===== src/rtl/hazard_stall_unit_pkg.sv =====
// Shared definitions for the MIPS32 hazard stall/flush unit: stall-cause codes,
// HI/LO unit FSM states and the register-match helper.
package hazard_stall_unit_pkg;

  localparam logic [4:0] REG_ZERO = 5'd0;

  typedef enum logic [1:0] {
    STALL_NONE    = 2'b00,
    STALL_LOADUSE = 2'b01,
    STALL_BRANCH  = 2'b10,
    STALL_MULDIV  = 2'b11
  } stall_cause_e;

  typedef enum logic {
    MD_IDLE = 1'b0,
    MD_BUSY = 1'b1
  } md_state_e;

  // $zero never creates a dependence, and only sources the instruction reads count.
  function automatic logic reg_match(input logic uses, input logic [4:0] src,
                                     input logic [4:0] dst);
    return uses && (dst != REG_ZERO) && (src == dst);
  endfunction

endpackage


===== src/rtl/hazard_stall_unit_muldiv_busy_tracker.sv =====
// HI/LO unit occupancy tracker: IDLE/BUSY FSM with a down-counter loaded with
// the operation latency minus one on issue.
module muldiv_busy_tracker
  import hazard_stall_unit_pkg::*;
#(
  parameter int unsigned MUL_LAT = 4,
  parameter int unsigned DIV_LAT = 32
) (
  input  logic clk,
  input  logic rst_n,
  input  logic start,
  input  logic is_div,
  output logic busy,
  output logic last
);

  localparam int unsigned MAX_LAT = (DIV_LAT > MUL_LAT) ? DIV_LAT : MUL_LAT;
  localparam int unsigned CW      = $clog2(MAX_LAT);

  md_state_e       state_q, state_d;
  logic [CW-1:0]   cnt_q, cnt_d;
  logic [CW-1:0]   load_val;

  assign load_val = is_div ? CW'(DIV_LAT - 1) : CW'(MUL_LAT - 1);

  always_ff @(posedge clk or negedge rst_n) begin
    if (!rst_n) begin
      state_q <= MD_IDLE;
      cnt_q   <= '0;
    end else begin
      state_q <= state_d;
      cnt_q   <= cnt_d;
    end
  end

  always_comb begin
    state_d = state_q;
    cnt_d   = cnt_q;
    unique case (state_q)
      MD_IDLE: begin
        if (start) begin
          state_d = MD_BUSY;
          cnt_d   = load_val;
        end
      end
      MD_BUSY: begin
        // Final busy cycle accepts a new issue so back-to-back ops leave no gap.
        if (cnt_q == '0) begin
          if (start) cnt_d = load_val;
          else       state_d = MD_IDLE;
        end else begin
          cnt_d = cnt_q - CW'(1);
        end
      end
      default: state_d = MD_IDLE;
    endcase
  end

  assign busy = (state_q == MD_BUSY);
  assign last = busy && (cnt_q == '0);

endmodule


===== src/rtl/hazard_stall_unit.sv =====
// Stall/flush control for the 5-stage MIPS32 pipeline: load-use, ID-stage branch
// operand and HI/LO unit hazards, plus a saturating stalled-cycle counter.
module hazard_stall_unit
  import hazard_stall_unit_pkg::*;
#(
  parameter int unsigned MUL_LAT = 4,
  parameter int unsigned DIV_LAT = 32,
  parameter int unsigned CNT_W   = 32
) (
  input  logic             clk,
  input  logic             rst_n,
  input  logic [4:0]       ID_rs,
  input  logic [4:0]       ID_rt,
  input  logic             ID_uses_rs,
  input  logic             ID_uses_rt,
  input  logic             ID_is_branch,
  input  logic             ID_is_muldiv,
  input  logic             ID_is_div,
  input  logic             ID_reads_hilo,
  input  logic             ID_EX_MemRead,
  input  logic             ID_EX_RegWrite,
  input  logic [4:0]       ID_EX_rd,
  input  logic             EX_MEM_MemRead,
  input  logic [4:0]       EX_MEM_rd,
  input  logic             branch_taken,
  output logic             PC_Write,
  output logic             IF_ID_Write,
  output logic             IF_ID_Flush,
  output logic             ID_EX_Bubble,
  output logic             muldiv_busy,
  output logic [1:0]       stall_cause,
  output logic [CNT_W-1:0] stall_count
);

  logic         ex_dep, mem_dep;
  logic         hz_load, hz_branch, hz_muldiv, stall;
  logic         md_busy, md_last, md_start;
  stall_cause_e cause;
  logic [CNT_W-1:0] stall_count_q, stall_count_d;

  assign ex_dep  = reg_match(ID_uses_rs, ID_rs, ID_EX_rd)  || reg_match(ID_uses_rt, ID_rt, ID_EX_rd);
  assign mem_dep = reg_match(ID_uses_rs, ID_rs, EX_MEM_rd) || reg_match(ID_uses_rt, ID_rt, EX_MEM_rd);

  assign hz_load   = ID_EX_MemRead && ex_dep;
  assign hz_branch = ID_is_branch && ((ID_EX_RegWrite && ex_dep) || (EX_MEM_MemRead && mem_dep));
  // The counter's final cycle does not stall: the result is readable once the op leaves ID.
  assign hz_muldiv = md_busy && !md_last && (ID_reads_hilo || ID_is_muldiv);
  assign stall     = hz_load || hz_branch || hz_muldiv;
  assign md_start  = ID_is_muldiv && !stall;

  muldiv_busy_tracker #(
    .MUL_LAT (MUL_LAT),
    .DIV_LAT (DIV_LAT)
  ) u_tracker (
    .clk    (clk),
    .rst_n  (rst_n),
    .start  (md_start),
    .is_div (ID_is_div),
    .busy   (md_busy),
    .last   (md_last)
  );

  always_comb begin
    cause = STALL_NONE;
    if      (hz_load)   cause = STALL_LOADUSE;
    else if (hz_branch) cause = STALL_BRANCH;
    else if (hz_muldiv) cause = STALL_MULDIV;
  end

  always_comb begin
    PC_Write     = 1'b1;
    IF_ID_Write  = 1'b1;
    IF_ID_Flush  = branch_taken;
    ID_EX_Bubble = 1'b0;
    stall_cause  = cause;
    if (!rst_n || stall) begin
      PC_Write     = 1'b0;
      IF_ID_Write  = 1'b0;
      IF_ID_Flush  = 1'b0;
      ID_EX_Bubble = 1'b1;
    end
    if (!rst_n) stall_cause = STALL_NONE;
  end

  assign muldiv_busy = md_busy;

  always_comb begin
    stall_count_d = stall_count_q;
    if (stall && (stall_count_q != '1)) stall_count_d = stall_count_q + CNT_W'(1);
  end

  always_ff @(posedge clk or negedge rst_n) begin
    if (!rst_n) stall_count_q <= '0;
    else        stall_count_q <= stall_count_d;
  end

  assign stall_count = stall_count_q;

endmodule

===== config.mk =====
export PLATFORM = sky130hd
export DESIGN_NAME = hazard_stall_unit
export DESIGN_NICKNAME = d
export VERILOG_FILES = /design/src/rtl/hazard_stall_unit_pkg.sv /design/src/rtl/hazard_stall_unit_muldiv_busy_tracker.sv /design/src/rtl/hazard_stall_unit.sv
export SDC_FILE = /design/constraint.sdc
export NUM_CORES = 1
export LEC_CHECK = 0
export BUFFER_PORTS_ARGS = -buffer_cell sky130_fd_sc_hd__buf_4
export CAP_MARGIN = 15
export CORE_MARGIN = 1.5
export CORE_UTILIZATION = 47
export CTS_BUF_LIST = sky130_fd_sc_hd__clkbuf_16
export DETAILED_ROUTE_END_ITERATION = 8
export PLACE_DENSITY = 0.83
export RECOVER_POWER = 25
export SETUP_SLACK_MARGIN = 0.4
export SLEW_MARGIN = 30
export SYNTH_ARGS = -nofsm -noshare
export SYNTH_HDL_FRONTEND = slang
export SYNTH_SLANG_ARGS = --single-unit

===== constraint.sdc =====
create_clock -name clk -period 3.47 [get_ports clk]
set_input_delay 1.041 -clock clk [delete_from_list [all_inputs] [get_ports clk]]
set_output_delay 1.041 -clock clk [all_outputs]
set_load 0.005 [all_outputs]

; ---- Word-level counts from Yosys, hierarchy flattened
; Cells that the tools add are included.
[totals]
ff_bits = 38
latch_bits = 0
ram_bits = 0
romBits = 0
input_bits = 32
out_inout_bits = 39
word_cells = 55
memories = 0
[op_classes]
addsub = 2
multipliers = 0
div_mod_pow = 0
n_lt_le_gt_ge = 0
n_eq_ne = 5
n_shift = 0
n_mux = 14
bitwise_logic = 1
reduce_logical = 30
[ops]
columns = cell, n
row1 = "adder 32 x 1 -> 32 bit, second input constant", 1
row2 = "inequality test 32 bit, second input constant", 1
row3 = == test 5 bit, 4
row4 = logical AND 1 bit, 17
row5 = 2-to-1 mux 5 bit, 3
row6 = case mux 5 bit (2 select lines), 1
row7 = nonzero test 5 bit, 2
row8 = 2-to-1 mux 2 bit, 4
row9 = logical OR 1 bit, 7
row10 = logical NOT 5 bit, 1
row11 = 2-to-1 mux 1 bit, 5
row12 = "subtractor 5 x 1 -> 5 bit, second input constant", 1
row13 = logical NOT 1 bit, 3
row14 = case mux 1 bit (2 select lines), 1
row15 = inverter 1 bit, 1

; ---- Depth between registers and ports, before layout
; Gate-level depths: netlist of the first run.
[depth]
word_depth = 14
depth_mapped = 9
mapped_depth_nobuf = 8

; ---- Hierarchy
; A second synthesis of the first run with hierarchy kept.
[hier_totals]
hier_cells = 237
area_unflattened_um2 = 2282.2
[modules_own_cells]
columns = module, instances, cells_per_inst, area_per_inst_um2, seq_area_each_um2
row1 = hazard_stall_unit, 1, 202, 1935.6, 800.8
row2 = muldiv_busy_tracker, 1, 35, 346.6, 150.1

; ---- Worst setup path before layout of the first run
; OpenSTA, ideal clock, no wires.
[synth_path]
kind = input -> output
start = in EX_MEM_rd[1]
end = out PC_Write
t_arrival_ps = 2528
t_required_ps = 2429
path_slack_ps = -99
path_stages = 7
path_buffers = 2
path_cell_list = or4_1 o2111ai_1 o221a_4 buf_2 nand2_1 inv_1 buf_4
[synth_via]
elab_chain_len = 11
elab_cells_between_ends = 15
cone_classes = eq/ne: 2 / mux: 1 / reduce/logical: 12
[synth_lines]
columns = element, line
row1 = start: declaration, hazard_stall_unit.sv:24  ; input logic [4:0] EX_MEM_rd,
row2 = nonzero test 5 bit, hazard_stall_unit_pkg.sv:22  ; return uses && (dst != REG_ZERO) && (src == dst);
row3 = logical AND 1 bit (2 in series), hazard_stall_unit_pkg.sv:22
row4 = logical OR 1 bit *, hazard_stall_unit.sv:42  ; assign mem_dep = reg_match(ID_uses_rs, ID_rs, EX_MEM_rd) || reg_match(ID_uses_rt, ID_rt, EX_MEM_rd);
row5 = logical AND 1 bit *, hazard_stall_unit.sv:45  ; assign hz_branch = ID_is_branch && ((ID_EX_RegWrite && ex_dep) || (EX_MEM_MemRead && mem_dep));
row6 = logical OR 1 bit *, hazard_stall_unit.sv:45
row7 = logical AND 1 bit *, hazard_stall_unit.sv:45
row8 = logical OR 1 bit * (2 in series), hazard_stall_unit.sv:48  ; assign stall = hz_load || hz_branch || hz_muldiv;
row9 = logical OR 1 bit *, hazard_stall_unit.sv:76  ; if (!rst_n || stall) begin
row10 = 2-to-1 mux 1 bit *, -
row11 = end: declaration, hazard_stall_unit.sv:26  ; output logic PC_Write,
; Mark *: on every way between the ends. The rest lies on a longest branch, timed or not.

; ---- Worst setup path after layout of the first run
[layout_path]
start = in ID_rs[3]
end = out IF_ID_Flush
[layout_via]
elab_chain_len = 10
elab_cells_between_ends = 15
cone_classes = eq/ne: 2 / mux: 1 / reduce/logical: 12
[layout_lines]
columns = element, line
row1 = start: declaration, hazard_stall_unit.sv:12  ; input logic [4:0] ID_rs,
row2 = == test 5 bit, hazard_stall_unit_pkg.sv:22
row3 = logical AND 1 bit, hazard_stall_unit_pkg.sv:22
row4 = "logical OR 1 bit, on equally long branches", "hazard_stall_unit.sv:41, hazard_stall_unit.sv:42"
row5 = logical AND 1 bit, hazard_stall_unit.sv:45
row6 = logical OR 1 bit, hazard_stall_unit.sv:45
row7 = logical AND 1 bit, hazard_stall_unit.sv:45
row8 = logical OR 1 bit * (2 in series), hazard_stall_unit.sv:48
row9 = logical OR 1 bit *, hazard_stall_unit.sv:76
row10 = 2-to-1 mux 1 bit *, hazard_stall_unit.sv:76
row11 = end: declaration, hazard_stall_unit.sv:28  ; output logic IF_ID_Flush,
; Marks and branches as above.

==> results of run 1 <==
## what timing repair did
| action | CTS | global route |
|---|---|---|
| resized for setup | 19 | 3 |
| setup endpoints to repair | 6 | 8 |
| buffers inserted | 3 | 1 |
| pin swaps | 14 | 7 |
| endpoints found under the hold margin | 0 | 0 |
| hold buffers | 0 | 0 |
| cloned | 0 | 0 |
## report_power, final
| part | internal, mW | switching, mW | total (mW) | leakage [nW] |
|---|---|---|---|---|
| clock network | 0.334 | 0.173 | 0.507 | 0.0864 |
| logic | 0.308 | 0.289 | 0.597 | 0.912 |
| registers | 0.552 | 0.129 | 0.681 | 0.427 |
## cell usage in the layout, fill, tap and decap left out, types with 9 or more instances in the layout
cell type	synthesis	routed
nand3_1	17	17
nor3_1	19	19
and3_1	10	9
inv_1	10	10
nor2_1	15	15
buf_4	1	70
buf_6	1	12
nand4_1	9	9
nand2_1	24	22
dfrtp_1	38	38
xnor2_1	16	16
xor2_1	29	29
## routing by layer
layer / global-route usage / vias up / routed length [um]
met3: 0.0535 / 11 / 327
met2: 0.395 / 71 / 3000
met1: 0.318 / 1019 / 2580
met5: 0 / - / 0
li1: - / 1058 / -
met4: 0.0679 / 0 / 86
## through the flow
stage	utilization	setup WS [ns]	hold WS [ns]	std cells	TNS (ns)
2_1_floorplan	-	0.0667	0.484	249	0
3_3_place_gp	0.633	-0.0622	0.485	390	-0.0927
3_5_place_dp	0.633	-0.0656	0.496	390	-0.107
4_1_cts	0.685	-0.0203	0.506	401	-0.0203
5_1_grt	0.689	-0.110	0.525	402	-0.310
6_report	0.689	-0.0127	0.501	402	-0.0138
## flip-flops by register name, indices dropped and copies added, names as in the netlist
signal and cells:
stall_count 32, u_tracker.cnt_q 5, u_tracker.busy 1
## worst paths after layout
kind,from,endpoint,cells past startpoint
worst max-delay path,ID_rs[3],IF_ID_Flush,8
worst min-delay path,stall_count[29]$_DFFE_PN0P_,stall_count[29]$_DFFE_PN0P_,1
worst max register to register,stall_count[0]$_DFFE_PN0P_,stall_count[1]$_DFFE_PN0P_,8
worst min register to register,stall_count[29]$_DFFE_PN0P_,stall_count[29]$_DFFE_PN0P_,1
max in group asynchronous,rst_n,u_tracker.cnt_q[4]$_DFF_PN0_,2
min in group asynchronous,rst_n,stall_count[30]$_DFFE_PN0P_,1
## layout make-up
cell class	instances	area share
Tap cell	67	0.0254
Inverter	10	0.0121
Multi-Input combinational cell	195	0.418
Timing Repair Buffer	84	0.206
Clock buffer	5	0.0380
Clock inverter	3	0.0114
Sequential cell	38	0.289
## kinds of logic after synthesis
family          count (synthesis)  share of synthesized area
fa+ha+maj                       2                     0.0106
compound gates                 26                     0.0813
flops                          38                      0.404
mux                             2                    0.00957
buf+inv                        16                     0.0324
simple gates                  118                      0.281
xor+xnor                       47                      0.181
## worst max-delay path: stages
cell	delay (ns)
buf_6	0.09
xor2_1	0.15
nor4_1	0.25
and3_1	0.21
o22ai_2	0.11
o221a_4	0.30
and3_4	0.18
buf_6	0.11
==> run metrics, run 1 <==
Clock transition at path regs 0.06 ns; ys flop type dfrtp_1; Overflow after GRT 0; initial DRC count 126; FFs w/ async S/R, synth 1.00; most frequent cell after synthesis dfrtp_1; nets@finish 368; Die Wd ~74 um; Root Buffer Master clkbuf_16; Syn Nets 283; status finished with violations; DRC 0; # diodes 0; Layout Skew ~0.0046 ns; layout cell share with drive strength beyond 1 0.340; CP Class in -> out; Required @ worst endpoint 2.43 ns; Yosys top cell by area dfrtp_1; Seq/Total Area, Yosys 0.404; HPWL Detailed 4360 um; Max Slew Vio Count 30; Mean Syn Cell Area 9.45 um^2; H-tree depth 2; fmax 287 MHz; VDD IR-drop max approximately 0.00044 V; crit path capture type output port; starting density of the core 0.492; worst skew pair latency roughly 0.28 ns; Synth area leaders dfrtp_1 (40%), xor2_1 (11%), xnor2_1 (6.0%), nor3_1 (4.0%), nand2_1 (3.8%); crit path max fanout 3; Inserted Clock Buffers 5; top cell type's share of synthesized area 0.404; synthesis warning total 0; fillers a little under 400; Cell Pwr Density approximately 540 nW/um^2; post-synthesis cell type count 46; # setup viols final 2; Min-Delay Path Class reg -> reg; DIE AREA 5440 um^2; global-route wire length before repair 10100 um; IO buf count 70; row count 25; CTS tree yes; LEAKAGE 1.42 nW; violated checks max-capacitance violations, max-slew violations, negative setup slack; Arrival @ worst endpoint 2.44 ns; DRT Pass-1 Iters 5; Clock Sinks 38; drt wl/cell between 10 and 15 um; Worst-Margin Slew approximately 1.5 ns; FF+latch count, synth 38; EDFF count, synth 0; unrepaired setup endpoints after global routing true; max_cap viols 1; Detail Route Antenna Nets 0; GRT Overall Usage 0.241; DR vias 2159; Die Height 73.8 um; final instance area 3300 um^2; top post-synthesis cells by count dfrtp_1 (38), xor2_1 (29), nand2_1 (24), nor3_1 (19), nand3_1 (17); synthesized area between 2000 and 2500 um^2; vias in the first global route 2114; total power 1.78 mW; flop2flop setup slack slightly below 0.8 ns; Final WS setup -0.0127 ns; I/O pin total a little over 70; gp weighted congestion 0.951; post-synthesis cell count 249; Final Hold Fails 0; min Tclk post-route roughly 3.5 ns; DP Area 3030 um^2; Final period util 1.00; area grow syn2layout 40.0%; Detailed Route WL 6000 um; pin count of the biggest net entering global routing 33; core footprint around 4800 um^2; CP Launch Type input pin; Bufs on Longest Clock Path 2; initial antenna violation count 0; worst relative slew slack -0.0137; Storage cell area 951 um^2; DR vias/cell 5.37; multi-input logic area 1380 um^2
Power figures use the tool's default switching activity.
==> run 2: changes to the inputs <==
- SETUP_SLACK_MARGIN: 0.4 -> unset
==> run 2 against run 1 <==
Net effect: the run ends with negative setup slack left; critical path depth increased by 1; critical endpoint unchanged; critical path type unchanged; sequential power decreased by 1%; clock-buffer cell count did not move.
==> run metrics, run 2 (synthesized netlist as in run 1, its figures left out) <==
Cell Chain, Critical Path buf_4, buf_4, xnor2_1, nand4_1, o22ai_2, o2111ai_4, o221a_4, and3_4, buf_6; Die Wd 73.8 um (unchanged); H-tree depth 2 (unchanged); Max Slew Vio Count 0 (-100%); Clock transition at path regs 0.05 ns (about the same); violated checks negative setup slack; worst relative slew slack 0.341 (+0.355); Bufs on Longest Clock Path 2 (unchanged); flop2flop setup slack 0.85 ns (+0.08 ns); area grow syn2layout 40.2%; Top Family by Delay on Critical Path compound AO/OA/AOI/OAI gates; Cell Pwr Density 515 nW/um^2 (-5.0%); Final Hold Fails 0 (unchanged); master of the slowest instance on the critical path o22ai_2; pin count of the biggest net entering global routing 33 (unchanged); Root Buffer Master clkbuf_16; total power 1.70 mW (-4.8%); commonest non-fill, non-tap cell in the layout buf_4; met1 usage 0.313 (-0.00549); Required @ worst endpoint 2.43 ns (about the same); crit path capture type output port; crit path max fanout 3 (unchanged); most used cell, CP buf_4; initial DRC count 148 (+17%); VDD IR-drop max 0.000422 V (-4.2%); global-route wire length before repair 9670 um (-4.2%); fillers 366 (-4.9%); initial antenna violation count 0 (unchanged); max reg flops 32 (unchanged); unrepaired setup endpoints after global routing true; gp weighted congestion 0.882 (-7.2%); row count 25 (unchanged); Storage cell area 951 um^2 (unchanged); Layout Skew 0.00278 ns (-0.00187 ns); worst skew pair latency 0.28 ns (about the same); layout cell share with drive strength beyond 1 0.349 (+0.00881); Top Usage Layer GRT met2; CP bufs+invs 3 (+1); GRT Overall Usage 0.229 (-0.0113); GR Util met3 0.0466 (-0.00686); Final WS setup -0.0857 ns (-0.0730 ns); LEAKAGE 1.43 nW (+0.17%); Final period util 1.02 (+0.0210); Overflow after GRT 0 (unchanged); P_sw 583 uW (-1.4%); Worst-Margin Slew 0.988 ns (-0.533 ns); DRC 0 (unchanged); CTS tree yes; # diodes 0 (unchanged); I/O pin total 71 (unchanged); share of power burned in registers 0.397 (+0.015); Detailed Route WL 6070 um (+1.3%); Clock Sinks 38 (unchanged); Min-Delay Path Class reg -> reg; clock share of power 0.250 (-0.034); switching part of the total 0.343 (+0.0119); CP Launch Type input pin; multi-input logic area 1390 um^2 (+1.0%); starting density of the core 0.492 (unchanged); crit-path max cell delay 0.26 ns (-0.04 ns); fmax 281 MHz (-2.1%); dpl ws -0.0784 ns (-0.0128 ns); cell-internal power 1.12 mW (-6.5%); IO buf count 70 (unchanged); portion of total power attributed to combinational logic 0.353 (+0.019); core footprint 4790 um^2 (unchanged); DRT Pass-1 Iters 4 (-1); Arrival @ worst endpoint 2.51 ns (+0.07 ns); status finished with violations; drt wl/cell 15.0 um (+0.52%); Die Height 73.8 um (unchanged); CP Class in -> out; DR vias/cell 5.37 (about the same); max_cap viols 0 (-1); leading cell types in the layout, fill and taps excluded buf_4 (75), dfrtp_1 (38), xor2_1 (29); met2 capacity usage during global routing 0.368 (-0.0270); DIE AREA 5440 um^2 (unchanged); Inserted Clock Buffers 5 (unchanged); min Tclk post-route 3.56 ns (+0.0730 ns); HPWL Detailed 4240 um (-2.7%); nets@finish 371 (+0.82%); DR vias 2174 (+0.69%); vias in the first global route 2083 (-1.5%); # setup viols final 5 (+3); Detail Route Antenna Nets 0 (unchanged)
==> run 2: per-stage QoR <==
stage	util	area, um^2	cells	hold WS, ns	setup TNS, ns
2_1_floorplan	-	2370	249	0.484	0
3_3_place_gp	0.630	3010	391	0.485	-0.179
3_5_place_dp	0.630	3010	391	0.489	-0.317
4_1_cts	0.671	3210	402	0.497	-0.0888
5_1_grt	0.689	3300	405	0.517	-0.670
6_report	0.689	3300	405	0.497	-0.264
==> run 2: worst reg2reg max path, cell delays in order (launching register included) <==
cell	delay (ns)
dfrtp_1	0.40
ha_1	0.20
nand4_1	0.21
nor4_1	0.47
and3_1	0.28
inv_1	0.09
nor2_4	0.38
nor2_1	0.14
mux2_1	0.33
==> run 2: cell type report <==
type	instances	area share
Timing Repair Buffer	87	0.210
Tap cell	67	0.0254
Multi-Input combinational cell	195	0.422
Clock inverter	3	0.00379
Sequential cell	38	0.288
Inverter	10	0.0121
Clock buffer	5	0.0379
==> run 2: power groups by stage <==
stage / registers [mW] / clock network (mW) / logic, mW
floorplan: 0.663 / 0 / 0.327
global route: 0.693 / 0.449 / 0.664
global placement: 0.677 / 0 / 0.551
CTS: 0.672 / 0.431 / 0.583
finish: 0.673 / 0.425 / 0.600
detailed placement: 0.677 / 0 / 0.569
==> run 2: metal layers <==
layer | share of wire | wire [um]
met5 | 0 | 0
met4 | 0.0069 | 42
met3 | 0.056 | 341
met2 | 0.50 | 3030
met1 | 0.44 | 2660
==> run 2: worst paths after layout <==
kind / end / cells past startpoint / start
min reg2reg: stall_count[13]$_DFFE_PN0P_ / 1 / stall_count[13]$_DFFE_PN0P_
min in group asynchronous: stall_count[12]$_DFFE_PN0P_ / 1 / rst_n
max in group asynchronous: stall_count[22]$_DFFE_PN0P_ / 2 / rst_n
max: IF_ID_Flush / 9 / ID_rt[3]
min: stall_count[13]$_DFFE_PN0P_ / 1 / stall_count[13]$_DFFE_PN0P_
max reg2reg: stall_count[1]$_DFFE_PN0P_ / 8 / stall_count[0]$_DFFE_PN0P_
==> run 2: timing repair <==
action	4_1_cts	5_1_grt
pin swaps	10	11
buffers inserted	3	3
cloned	0	0
setup endpoints to repair	6	6
resized for setup	12	14
hold buffers	0	0
hold endpoints to repair	0	0
==> run 3: changes to the inputs <==
- GPL_TIMING_DRIVEN: unset -> 0
==> run 3 against run 2 <==
Net effect: the run still ends with negative setup slack left; register-to-register slack about the same; clock-buffer cell count unchanged; utilization down 0.60 points; final cell count down 0.74%.
==> run metrics, run 3 (synthesized netlist as in run 1, its figures left out) <==
worst hold start stall_count[13]$_DFFE_PN0P_; VDD IR-drop max 0.000448 V (+6.1%); Die Height 73.8 um (unchanged); min Tclk post-route 3.57 ns (+0.0112 ns); status finished with violations; Worst Setup SP ID_rs[2]; HPWL Detailed 4190 um (-1.1%); core footprint 4790 um^2 (unchanged); flop2flop setup slack 0.85 ns (about the same); Clock Sinks 38 (unchanged); worst relative slew slack 0.556 (+0.215); CP Class in -> out; Inserted Clock Buffers 5 (unchanged); Layout Skew 0.00267 ns (-0.000104 ns); H-tree depth 2 (unchanged); CP Launch Type input pin; DRT Pass-1 Iters 5 (+1); switching part of the total 0.343 (-0.000609); IO buf count 70 (unchanged); area grow syn2layout 39.0%; gp weighted congestion 0.852 (-3.4%); DIE AREA 5440 um^2 (unchanged); Cell Pwr Density 531 nW/um^2 (+3.2%); Max Slew Vio Count 0 (unchanged); Post-Layout Cell Count 402 (-0.74%); row count 25 (unchanged); fmax 280 MHz (-0.31%); GRT Overall Usage 0.233 (+0.00391); Fin Setup TNS -0.276 ns (-0.0123 ns); Detail Route Antenna Nets 0 (unchanged); violated checks negative setup slack; Required @ worst endpoint 2.43 ns (about the same); initial antenna violation count 0 (unchanged); DP Area 2980 um^2 (-1.2%); max_cap viols 0 (unchanged); portion of total power attributed to combinational logic 0.370 (+0.017); # diodes 0 (unchanged); pin count of the biggest net entering global routing 44 (+33%); cell-internal power 1.14 mW (+2.4%); Final Hold Fails 0 (unchanged); CTS tree yes; vias in the first global route 2046 (-1.8%); unrepaired setup endpoints after global routing true; commonest non-fill, non-tap cell in the layout buf_4; initial DRC count 137 (-7.4%); starting density of the core 0.492 (unchanged); Die Wd 73.8 um (unchanged); I/O pin total 71 (unchanged); Arrival @ worst endpoint 2.53 ns (+0.02 ns); nets@finish 369 (-0.54%); layout cell share with drive strength beyond 1 0.337 (-0.0118); post-layout util 0.683 (-0.00601); worst skew pair latency 0.28 ns (about the same); total power 1.74 mW (+2.3%); LEAKAGE 1.43 nW (+0.11%); leading cell types in the layout, fill and taps excluded buf_4 (68), dfrtp_1 (38), xor2_1 (29); final hold slack 0.493 ns (-0.00413 ns); crit path max fanout 3 (unchanged); crit path capture type output port; DR vias/cell 5.33 (-0.69%); # setup viols final 5 (unchanged); Root Buffer Master clkbuf_16; hold_buf cts 0 (unchanged); P_sw 595 uW (+2.1%); R2R Path Start u_tracker.cnt_q[0]$_DFF_PN0_; Clock transition at path regs 0.05 ns (about the same); Bufs on Longest Clock Path 2 (unchanged); final instance area 3270 um^2 (-0.87%); Min-Delay Path Class reg -> reg; DRC 0 (unchanged); drt wl/cell 15.1 um (+0.58%); clock share of power 0.242 (-0.008); dpl ws -0.344 ns (-0.266 ns); Overflow after GRT 0 (unchanged); Final period util 1.03 (+0.00321); global-route wire length before repair 9500 um (-1.8%); Placed Cells incl. Taps 386 (-1.3%); Detailed Route WL 6060 um (-0.16%); Final WS setup -0.0968 ns (-0.0112 ns); Worst-Margin Slew 0.661 ns (-0.327 ns); DR vias 2143 (-1.4%); max reg flops 32 (unchanged); share of power burned in registers 0.388 (-0.009)
[run 3: what timing repair did]
item	in CTS	in global routing
setup buffers	8	2
gates resized for setup	14	10
gates cloned	0	0
pin swaps	10	8
setup endpoints to repair	5	6
[run 3: area by class of cell]
cell class	count	area (um^2)
Buffer	5	37.5
Clock inverter	2	7.51
Inverter	10	37.5
Fill cell	361	1520
Multi-Input combinational cell	195	1380
Clock buffer	5	125
Timing Repair Buffer	80	649
Sequential cell	38	951
Tap cell	67	83.8
[run 3: path summary, 6_finish.rpt]
path	to	cells after the start
worst max-delay path	PC_Write	10
worst max register to register	stall_count[1]$_DFFE_PN0P_	11
max in group asynchronous	stall_count[1]$_DFFE_PN0P_	1
worst min-delay path	stall_count[13]$_DFFE_PN0P_	1
worst min register to register	stall_count[13]$_DFFE_PN0P_	1
min in group asynchronous	stall_count[11]$_DFFE_PN0P_	1
[run 3: per-layer routing]
| layer | GRT usage | vias up | wire length [um] |
|---|---|---|---|
| met1 | 0.299 | 1011 | 2650 |
| met3 | 0.0604 | 13 | 300 |
| met5 | 0 | - | 0 |
| met4 | 0.0782 | 0 | 133 |
| li1 | - | 1061 | - |
| met2 | 0.381 | 58 | 2980 |
[run 3: power by group through the flow]
| stage | Clock [mW] | Sequential (mW) | Combinational, mW |
|---|---|---|---|
| floorplan | 0 | 0.663 | 0.327 |
| global placement | 0 | 0.675 | 0.565 |
| detailed placement | 0 | 0.677 | 0.584 |
| CTS | 0.424 | 0.671 | 0.624 |
| global route | 0.443 | 0.692 | 0.706 |
| finish | 0.420 | 0.673 | 0.643 |
[run 3: worst max-delay path: stages]
cell and delay [ns]:
buf_6 0.10, xor2_1 0.16, nor4_2 0.25, and3_1 0.24, o22ai_4 0.10, o221a_4 0.29, nand2_4 0.09, inv_2 0.05
buf_6 0.10, buf_6 0.10
